==> config.mk <==
export PLATFORM = sky130hd
export DESIGN_NAME = rf_writeback
export DESIGN_NICKNAME = d
export VERILOG_FILES = /design/src/rtl/rf_pkg.sv /design/src/rtl/rf_wb_fifo.sv /design/src/rtl/rf_writeback.sv
export SDC_FILE = /design/constraint.sdc
export NUM_CORES = 1
export LEC_CHECK = 0
export ABC_AREA = 0
export CAP_MARGIN = 20
export CORE_MARGIN = 5
export CORE_UTILIZATION = 35
export DETAILED_ROUTE_END_ITERATION = 12
export PLACE_DENSITY = 0.69
export SLEW_MARGIN = 20
export SYNTH_ARGS = -nofsm -noshare
export SYNTH_HDL_FRONTEND = slang
export SYNTH_HIERARCHICAL = 1
export SYNTH_SLANG_ARGS = --single-unit
export TNS_END_PERCENT = 100
==> constraint.sdc <==
create_clock -name clk -period 2.5 [get_ports clk]
set_input_delay 0.625 -clock clk [delete_from_list [all_inputs] [get_ports clk]]
set_output_delay 0.625 -clock clk [all_outputs]
set_load 0.01 [all_outputs]
==> src/rtl/rf_pkg.sv <==
// rf_pkg: shared widths, R0 address and write-back entry type for the register file write path.
package rf_pkg;
   localparam int RF_DATA_W = 16;
   localparam int RF_ADDR_W = 4;
   localparam logic [RF_ADDR_W-1:0] R0 = '0;
   typedef struct packed {
      logic [RF_ADDR_W-1:0] addr;
      logic [RF_DATA_W-1:0] data;
   } wb_entry_t;
endpackage

==> src/rtl/rf_wb_fifo.sv <==
// rf_wb_fifo: write-back entry FIFO with occupancy count; storage is exposed for forward lookup.
module rf_wb_fifo
   import rf_pkg::*;
#(
   parameter int DEPTH = 4
) (
   input  logic                       clk,
   input  logic                       reset,
   input  logic                       push,
   input  logic                       pop,
   input  wb_entry_t                  din,
   output wb_entry_t                  head,
   output wb_entry_t                  ents [DEPTH],
   output logic [$clog2(DEPTH)-1:0]   rd_ptr,
   output logic [$clog2(DEPTH+1)-1:0] count,
   output logic                       full,
   output logic                       empty
);
   localparam int PW = $clog2(DEPTH);
   localparam int CW = $clog2(DEPTH + 1);
   wb_entry_t mem [DEPTH];
   logic [PW-1:0] wr_ptr;
   assign head  = mem[rd_ptr];
   assign ents  = mem;
   assign full  = count == CW'(DEPTH);
   assign empty = count == '0;
   always_ff @(posedge clk) begin
      if (push) mem[wr_ptr] <= din;
      if (reset) begin
         wr_ptr <= '0;
         rd_ptr <= '0;
         count  <= '0;
      end else begin
         wr_ptr <= push ? wr_ptr + PW'(1) : wr_ptr;
         rd_ptr <= pop ? rd_ptr + PW'(1) : rd_ptr;
         count  <= count + CW'(push) - CW'(pop);
      end
   end
endmodule

==> src/rtl/rf_writeback.sv <==
// rf_writeback: arbitrates load/ALU results into a FIFO and drains one register write per cycle.
// Define RF_WB_FWD_EN to enable forwarding of pending writes to the operand read ports.
module rf_writeback
   import rf_pkg::*;
#(
   parameter int DATA_W = RF_DATA_W,
   parameter int ADDR_W = RF_ADDR_W,
   parameter int DEPTH  = 4
) (
   input  logic              clk,
   input  logic              reset,
   input  logic              ld_valid,
   output logic              ld_ready,
   input  logic [ADDR_W-1:0] ld_addr,
   input  logic [DATA_W-1:0] ld_data,
   input  logic              alu_valid,
   output logic              alu_ready,
   input  logic [ADDR_W-1:0] alu_addr,
   input  logic [DATA_W-1:0] alu_data,
   output logic              reg_wr,
   output logic [ADDR_W-1:0] addr_Rz,
   output logic [DATA_W-1:0] write_data,
   input  logic [ADDR_W-1:0] addr_Rx,
   input  logic [ADDR_W-1:0] addr_Ry,
   output logic              fwd_Rx_hit,
   output logic [DATA_W-1:0] fwd_Rx_data,
   output logic              fwd_Ry_hit,
   output logic [DATA_W-1:0] fwd_Ry_data,
   output logic              wb_idle
);
   localparam int PW = $clog2(DEPTH);
   localparam int CW = $clog2(DEPTH + 1);
   wb_entry_t din, head;
   wb_entry_t ents [DEPTH];
   logic [PW-1:0] rd_ptr;
   logic [CW-1:0] count;
   logic full, empty, push, ld_fire, alu_fire;
   assign ld_ready  = ~full & ~reset;
   assign alu_ready = ~full & ~ld_valid & ~reset;
   assign ld_fire   = ld_valid & ld_ready;
   assign alu_fire  = alu_valid & alu_ready;
   assign din       = ld_fire ? wb_entry_t'({ld_addr, ld_data}) : wb_entry_t'({alu_addr, alu_data});
   // R0 writes complete the handshake but never reach the register file
   assign push      = (ld_fire & (ld_addr != ADDR_W'(R0))) | (alu_fire & (alu_addr != ADDR_W'(R0)));
   assign wb_idle   = empty & ~reg_wr;
   rf_wb_fifo #(.DEPTH(DEPTH)) u_fifo (
      .clk    (clk),
      .reset  (reset),
      .push   (push),
      .pop    (~empty),
      .din    (din),
      .head   (head),
      .ents   (ents),
      .rd_ptr (rd_ptr),
      .count  (count),
      .full   (full),
      .empty  (empty)
   );
   always_ff @(posedge clk) begin
      if (reset) begin
         reg_wr     <= 1'b0;
         addr_Rz    <= '0;
         write_data <= '0;
      end else begin
         reg_wr     <= ~empty;
         addr_Rz    <= empty ? addr_Rz : head.addr;
         write_data <= empty ? write_data : head.data;
      end
   end
`ifdef RF_WB_FWD_EN
   for (genvar q = 0; q < 2; q++) begin : g_fwd
      logic [ADDR_W-1:0] a;
      logic [DATA_W-1:0] data;
      logic [PW-1:0] idx;
      logic hit;
      assign a = (q == 0) ? addr_Rx : addr_Ry;
      // scan oldest to newest so the newest match overwrites older ones
      always_comb begin
         hit  = reg_wr && addr_Rz == a && a != ADDR_W'(R0);
         data = hit ? write_data : '0;
         idx  = '0;
         for (int i = 0; i < DEPTH; i++) begin
            idx = rd_ptr + PW'(i);
            if (CW'(i) < count && ents[idx].addr == a && a != ADDR_W'(R0)) begin
               hit  = 1'b1;
               data = ents[idx].data;
            end
         end
      end
   end
   assign fwd_Rx_hit  = g_fwd[0].hit;
   assign fwd_Rx_data = g_fwd[0].data;
   assign fwd_Ry_hit  = g_fwd[1].hit;
   assign fwd_Ry_data = g_fwd[1].data;
`else
   logic unused_fwd;
   always_comb begin
      unused_fwd = ^{addr_Rx, addr_Ry, rd_ptr, count};
      for (int i = 0; i < DEPTH; i++) unused_fwd = unused_fwd ^ (^ents[i]);
   end
   assign fwd_Rx_hit  = 1'b0;
   assign fwd_Rx_data = '0;
   assign fwd_Ry_hit  = 1'b0;
   assign fwd_Ry_data = '0;
`endif
endmodule
After elaboration in Yosys (flattened, before gate mapping)
Cells that the tools add are included.
- register bits: 108
- word-level logic and storage cells: 49
- add/sub/neg operators: 4
- magnitude comparators: 3
- eq/ne operators: 1
- multiplexer cells: 7
- bitwise gates (word level): 16
- reduce and logical (&&, ||, !) cells: 4
- operator list (cell ; number):
    80-bit bitwise mux ; 1
    20-bit 2-to-1 mux ; 4
    20-bit binary-select mux with 2-bit select ; 1
    20-bit demux with 2-bit select ; 1
    1-bit bitwise AND ; 8
    4-bit nonzero test ; 2
    3-bit >= comparator, second input constant ; 2
    2-bit inverter with 3-bit output ; 2
    1-bit inverter ; 5
    2-bit by 1-bit adder with 2-bit output, second input constant ; 2
    3-bit by 1-bit adder with 3-bit output ; 1
    3-bit equality test, second input constant ; 1
    3-bit zero test ; 1
    3-bit by 1-bit less-than comparator with 1-bit output, second input constant ; 1
    3-bit by 1-bit subtractor with 3-bit output ; 1
    1-bit logical AND ; 1
    1-bit OR ; 1

Depth between registers and ports, before layout
Gate-level depths: netlist (run 1).
- word-level depth: 9
- depth in mapped cells: 11

By module
Netlist (run 1), hierarchy kept.
- modules (own cells, without submodules) (module ; times used ; cells each ; area an instance (um^2)):
    rf_wb_fifo ; 1 ; 144 ; 3321.9
    rf_writeback ; 1 ; 133 ; 1295.0

Least setup slack after synthesis (run 1)
Ideal clock, no wire load.
- path type: input-to-reg
- start: input port alu_addr[2]
- end: register u_fifo.count[1]
- arrival time: 2439 ps
- required time: 2386 ps
- slack: -52 ps
- stages: 8
- path buffers: 0
- path through: or4_1 a32o_1 inv_1 ha_1 inv_1 ha_1 fa_1 nor2b_1
- cells in the longest elaborated chain, start to end: 5
- RTL lines (what ; RTL line ; RTL):
    from (decl) ; rf_writeback.sv:18 ; input logic [ADDR_W-1:0] alu_addr,
    4-bit nonzero test ; rf_writeback.sv:44 ; assign push = (ld_fire & (ld_addr != ADDR_W'(R0))) | (alu_fire & (alu_addr != ADDR_W'(R0)));
    1-bit bitwise AND ; rf_writeback.sv:44 ;
    1-bit OR ; rf_writeback.sv:44 ;
    named net push ; rf_writeback.sv:37 ; logic full, empty, push, ld_fire, alu_fire;
    3-bit by 1-bit adder with 3-bit output ; rf_wb_fifo.sv:36 ; count <= count + CW'(push) - CW'(pop);
    3-bit by 1-bit subtractor with 3-bit output ; rf_wb_fifo.sv:36 ;
    to (signal assigned) ; rf_wb_fifo.sv:36 ;
    to (decl) ; rf_wb_fifo.sv:15 ; output logic [$clog2(DEPTH+1)-1:0] count,
The timed path passes the listed nets, and every way through them passes these cells.
A chain may end at the register's enable or synchronous reset.

Final worst setup path (run 1)
- start: input port alu_addr[1]
- end: register u_fifo.count[1]
The elaborated chain is that of the path after synthesis.

==> results of run 1 <==
[through the flow]
stage          power (W)  hold slack, ns  setup WS, ns
5_1_grt          0.00594           0.532      -0.00628
3_5_place_dp     0.00422           0.487        -0.468
3_3_place_gp     0.00417           0.476        -0.450
4_1_cts          0.00566           0.503       0.00385
6_report         0.00562           0.491        0.0768
2_1_floorplan    0.00361           0.514       -0.0341
[registers in the layout, summed over array words and instances (netlist names)]
register,cells
u_fifo/ents,80
write_data,16
addr_Rz,4
u_fifo/count,3
u_fifo/rd_ptr,2
u_fifo/wr_ptr,2
reg_wr,1
[critical path, delay by kind of cell]
kind | cells | cell delay, ns
adder cells (fa/ha/maj) | 3 | 0.72
AND/OR/NAND/NOR | 2 | 0.63
buffers and inverters | 3 | 0.37
AO/OA/AOI/OAI | 1 | 0.29
[repair_timing]
item,4_1_cts,5_1_grt
hold buffers,0,0
gates resized for setup,11,9
pin swaps,3,5
endpoints found under the setup margin,4,2
[cell usage after synthesis, types with 2 or more instances]
cell type / number / area (µm²)
nor2_1: 27 / 101
xnor2_1: 2 / 17.5
inv_1: 7 / 26.3
mux2_2: 19 / 214
ha_1: 6 / 75.1
nor3_1: 2 / 10.0
nor2b_1: 3 / 18.8
buf_2: 5 / 25.0
buf_12: 2 / 40.0
buf_6: 3 / 33.8
and2_1: 4 / 25.0
buf_4: 34 / 255
edfxtp_1: 80 / 2400
dfxtp_1: 28 / 561
mux4_1: 3 / 78.8
mux2i_1: 21 / 210
or4_1: 2 / 15.0
clkbuf_1: 2 / 7.51
mux4_2: 17 / 383
[per-layer routing]
layer  global-route usage  share of wire  vias to the layer above
li1                     -              -                     1114
met1                0.130           0.41                     1187
met2                0.184           0.52                       86
met3               0.0279          0.059                        6
met4               0.0319          0.012                        0
met5                    0              0                        -
[worst min path at each step]
stage | startpoint | endpoint | slack [ns]
after floorplan | u_fifo/wr_ptr[1] | u_fifo/wr_ptr[1] | 0.51
after global placement | write_data[5] | write_data[5] | 0.48
after detailed placement | write_data[14] | write_data[14] | 0.49
after CTS | write_data[14] | write_data[14] | 0.50
after global routing | write_data[9] | write_data[9] | 0.53
final | write_data[14] | write_data[14] | 0.49
[cells by family (layout without fill, tap and decap cells)]
logic type,count (synthesis),after routing
flip-flops,108,108
XOR/XNOR,3,3
AND/OR/NAND/NOR,41,41
AO/OA/AOI/OAI,3,3
buffers and inverters,53,102
multiplexers,61,61
adder cells (fa/ha/maj),7,7
other,1,34
[power breakdown]
group / internal [W] / switching, W / total [W]
Sequential: 0.00223 / 0.000189 / 0.00242
Clock: 0.000873 / 0.000570 / 0.00144
Combinational: 0.000999 / 0.000756 / 0.00176
[final cells by class]
| type | count | area [µm²] | area share |
|---|---|---|---|
| flip-flops and latches | 108 | 2960 | 0.513 |
| multi-input cells | 149 | 1430 | 0.248 |
| repair buffers | 80 | 826 | 0.143 |
| clock buffers | 11 | 233 | 0.0403 |
| well taps | 176 | 220 | 0.0381 |
| clock inverters | 4 | 75.1 | 0.0130 |
| inverters | 7 | 26.3 | 0.00455 |
==> run_results.csv, run 1 <==
group,metric,value,unit
route,vias_per_cell,4.47,
worst_setup_path,cp.required,2.72,ns
synthesis,synth_cell_types,29,
synthesis,syn_area,4620,µm²
cells_and_area,n_antenna_cell,0,
timing,fin_worst_skew,0.00669,ns
route,wl_per_cell,15.3,µm
worst_setup_path,r2r-start,"u_fifo/count[0]",
pwr,powerDensity,973,nW/µm²
timing,setup_violations,0,
timing,period_share,0.969,
synthesis,synth_top_family_by_area,"multiplexers",
pwr,p_leak,2.08,nW
place,port_buffers,67,
synthesis,synth_edf_count,80,
global_route,grt_max_degree,26,
synthesis,synth_mux_area_frac,0.194,
route,drc_errors,0,
timing,fmax,413,MHz
clocking,cts.sink_count,108,
die,die_area,15600,µm²
synthesis,synth-simple-area-share,0.0442,
synthesis,ys_seq_area_frac,0.642,
timing,drv_slew,0,
timing,hold_violations,0,
worst_setup_path,regToRegEndpoint,"u_fifo/count[1]",
route,wirelength,8.17,mm
worst_setup_path,cp_slowest_cell,"or4_1",
synthesis,synthXorXnorAreaFrac,0.00894,
die,coreArea,13100,µm²
clocking,clock_latency,0.33,ns
synthesis,synthAdderAreaFrac,0.0206,
min_path,hold_depth,2,
worst_setup_path,worst_setup_path_start_kind,"input port",
synthesis,ys_ff_latch,108,
global_route,grt_pass1_vias,2457,
worst_setup_path,cp_cell_sequence,"dlygate4sd2_1, or4_1, a32o_2, inv_2, ha_4, inv_2, ha_4, fa_2, nor2b_1",
cells_and_area,drive_above_1_share,0.206,
cells_and_area,nFillCells,1175,
clocking,path_clk_slew,0.06,ns
global_route,grt_pass1_wl,12.8,mm
worst_setup_path,crit_fanout,2,
die,die_h,125,µm
clocking,post_cts_buffers,0,
worst_setup_path,critPathArrivalTime,2.65,ns
timing,fin_crit,2.42,ns
route,ant_nets,0,
timing,setup_tns,0,ns
clocking,root_buffer,"clkbuf_16",
worst_setup_path,worstSetupEndpoint,"u_fifo/count[1]",
synthesis,async_reset_ff_frac,0,
worst_setup_path,r2r_setup_slack,0.33,ns
cells_and_area,utilization,0.441,
pwr,ir_drop,538,µV
worst_setup_path,cpPeakStageDelay,0.50,ns
route,vias,2393,
cells_and_area,fin_area,5770,µm²
cells_and_area,area_growth,25.1,%
synthesis,yosysWarnings,6,
outcome,outcome,"complete, no violations",
cells_and_area,layout_common_cells,"80 x edfxtp_1, 56 x clkdlybuf4s50_1, 34 x conb_1, 27 x dfxtp_1, 26 x nor2_1",
flow_run,drv_cap,0,
cells_and_area,finalNonFillerCells,535,
die,die_w,125,µm
worst_setup_path,startpoint,"alu_addr[1]",
synthesis,syn_inst,277,
place,post-dp-hpwl,5.51,mm
die,io_pins,110,
route,dr.first_iter.drc_count,101,
die,start_util,0.353,
place,dp.cells,520,
global_route,track_usage,0.106,
synthesis,synth_compound_area_frac,0.00542,
clocking,cts.path.max_buffers,2,
cells_and_area,final_common_cell,"edfxtp_1",
die,num_rows,42,
worst_setup_path,crit_path_end_kind,"flip-flop",
global_route,antenna_found_initial,0,
place,dpl_cell_area,5440,µm²
synthesis,avgSynthCellArea,16.7,µm²
place,gp_congestion,0.695,
route,first_pass_iters,5,
cells_and_area,fin_nets,414,
worst_setup_path,worst-r2r-cell-count,10,
worst_setup_path,worst-setup-path-type,"in2reg",
synthesis,synthFlopType,"edfxtp_1",
clocking,numCtsBuffers,9,
clocking,cts_tree,"built",
clocking,ctsHtreeMaxLevel,3,
global_route,gr-total-overflow,0,
min_path,hp-class,"reg2reg",
Power figures use the tool's default switching activity.
==> run 2: changes to the inputs <==
- CORE_MARGIN: 5 -> not set
- MAX_ROUTING_LAYER: not set -> met4
==> run 2 against run 1 <==
Against the previous run:
- core utilization rose by 1.1 points
- register-to-register slack got worse by 0.05 ns
- fmax is essentially flat
- routed wire length decreased by 5.3%
- clock-buffer cell count is 2 lower
- cell count rose by 0.75%
- critical path type unchanged
==> run_results.csv, run 2 (synthesis results as in run 1) <==
group,metric,value,unit
global_route,track_usage,0.124,
die,coreArea,12700,µm²
global_route,grt_pass1_vias,2303,
die,io_pins,110,
clocking,clock_latency,0.34,ns
timing,fmax,412,MHz
pwr,fin_total_pwr,0.00551,W
pwr,powerDensity,957,nW/µm²
worst_setup_path,r2r_setup_slack,0.28,ns
die,start_util,0.363,
clocking,ctsHtreeMaxLevel,3,
place,dpl_cell_area,5430,µm²
worst_setup_path,worst-r2r-cell-count,9,
place,port_buffers,67,
route,vias_per_cell,4.36,
worst_setup_path,cpPeakStageDelay,0.52,ns
cells_and_area,area_growth,24.7,%
worst_setup_path,path_delay_family,"adder cells",
worst_setup_path,critPathArrivalTime,2.64,ns
die,die_w,117,µm
timing,setup_tns,0,ns
global_route,gr-total-overflow,0,
flow_run,drv_cap,0,
place,gp_congestion,0.710,
min_path,hold_depth,2,
worst_setup_path,worst-path-stages,9,
cells_and_area,fin_area,5760,µm²
outcome,outcome,"complete, no violations",
timing,fin_worst_skew,0.00459,ns
die,num_rows,41,
route,wirelength,7.74,mm
worst_setup_path,worst_setup_path_start_kind,"input port",
clocking,cts_tree,"built",
pwr,ir_drop,483,µV
route,ant_nets,0,
timing,hold_violations,0,
timing,rsz0062_at_grt,"no",
global_route,grt_max_degree,29,
route,wl_per_cell,14.4,µm
cells_and_area,fin_nets,421,
global_route,antenna_found_initial,0,
timing,drv_slew,0,
timing,fin_ws,0.0755,ns
clocking,cts.path.max_buffers,2,
cells_and_area,largest_reg_flops,80,
worst_setup_path,timing.critical_path.buf_inv,3,
die,die_h,117,µm
worst_setup_path,crit_fanout,2,
place,dp_slack,-0.526,ns
worst_setup_path,crit_path_end_kind,"flip-flop",
worst_setup_path,cp_slowest_cell,"or4_1",
worst_setup_path,cp.required,2.72,ns
clocking,cts.sink_count,108,
route,vias,2352,
min_path,hp-class,"reg2reg",
clocking,path_clk_slew,0.07,ns
cells_and_area,drive_above_1_share,0.232,
place,post-dp-hpwl,5.19,mm
route,first_pass_iters,6,
cells_and_area,layout_common_cells,"80 x edfxtp_1, 57 x clkdlybuf4s50_1, 34 x conb_1, 27 x dfxtp_1, 26 x nor2_1",
cells_and_area,final_common_cell,"edfxtp_1",
route,dr.first_iter.drc_count,71,
clocking,cts_hold_buf,0,
cells_and_area,finalNonFillerCells,539,
worst_setup_path,worst-setup-path-type,"in2reg",
cells_and_area,nFillCells,1132,
timing,fin_crit,2.42,ns
timing,period_share,0.970,
die,die_area,13700,µm²
global_route,grt_pass1_wl,11.6,mm
cells_and_area,n_antenna_cell,0,
worst_setup_path,cp_cell_sequence,"dlygate4sd2_1, or4_1, a32o_2, inv_2, ha_4, inv_2, ha_4, fa_2, nor2b_1",
route,drc_errors,0,
pwr,p_leak,2.10,nW
clocking,numCtsBuffers,9,
timing,setup_violations,0,
place,dp.cells,522,
clocking,root_buffer,"clkbuf_16",
[run 2: cell count changes in the layout (fill, tap and decap cells not counted), sizes merged]
cell / delta
buf: +7
clkinv: +4
clkbuf: -2
bufinv: -1
clkdlybuf4s15: -1
clkdlybuf4s50: +1
clkinvlp: -1
inv: +1
[run 2: per-stage QoR]
step	hold slack [ns]	utilization
after global routing	0.531	0.452
after CTS	0.504	0.450
final	0.494	0.452
after detailed placement	0.488	0.427
after global placement	0.478	0.427
after floorplan	0.514	-
[run 2: per-layer routing]
| metal | global-route usage | part of all wire |
|---|---|---|
| met1 | 0.136 | 0.41 |
| met2 | 0.220 | 0.53 |
| met3 | 0.0201 | 0.039 |
| met4 | 0.0582 | 0.014 |
| met5 | - | 0 |
[run 2: final timing paths]
kind,from,end
max,alu_addr[3],u_fifo/count[1]
min reg2reg,write_data[12],write_data[12]
max reg2reg,u_fifo/count[2],u_fifo/count[1]
min,write_data[12],write_data[12]
[run 2: layout make-up]
cell class / instances / area, µm² / share of cell area
multi-input cells: 149 / 1430 / 0.249
flip-flops and latches: 108 / 2960 / 0.515
well taps: 172 / 215 / 0.0374
inverters: 7 / 26.3 / 0.00456
clock buffers: 9 / 225 / 0.0391
repair buffers: 87 / 828 / 0.144
clock inverters: 7 / 66.3 / 0.0115
[run 2: tightest hold or removal path, delay by kind of cell, from the launching register on]
family | cells | cell delay (ns)
simple gates | 1 | 0.07
flops | 1 | 0.33
mux | 1 | 0.07
[run 2: repair_timing]
action                                  in CTS  in global routing
cloned                                       0                  0
endpoints found under the setup margin       4                  2
setup buffers                                1                  0
pin swaps                                    3                  4
resized for setup                           12                  7
[run 2: power breakdown]
part           leakage, nW  total [W]  internal (W)  switching (W)
registers            0.960    0.00240       0.00223       0.000171
clock network        0.145    0.00137      0.000773       0.000601
logic                0.995    0.00174      0.000986       0.000749
total                 2.10    0.00551       0.00399        0.00152
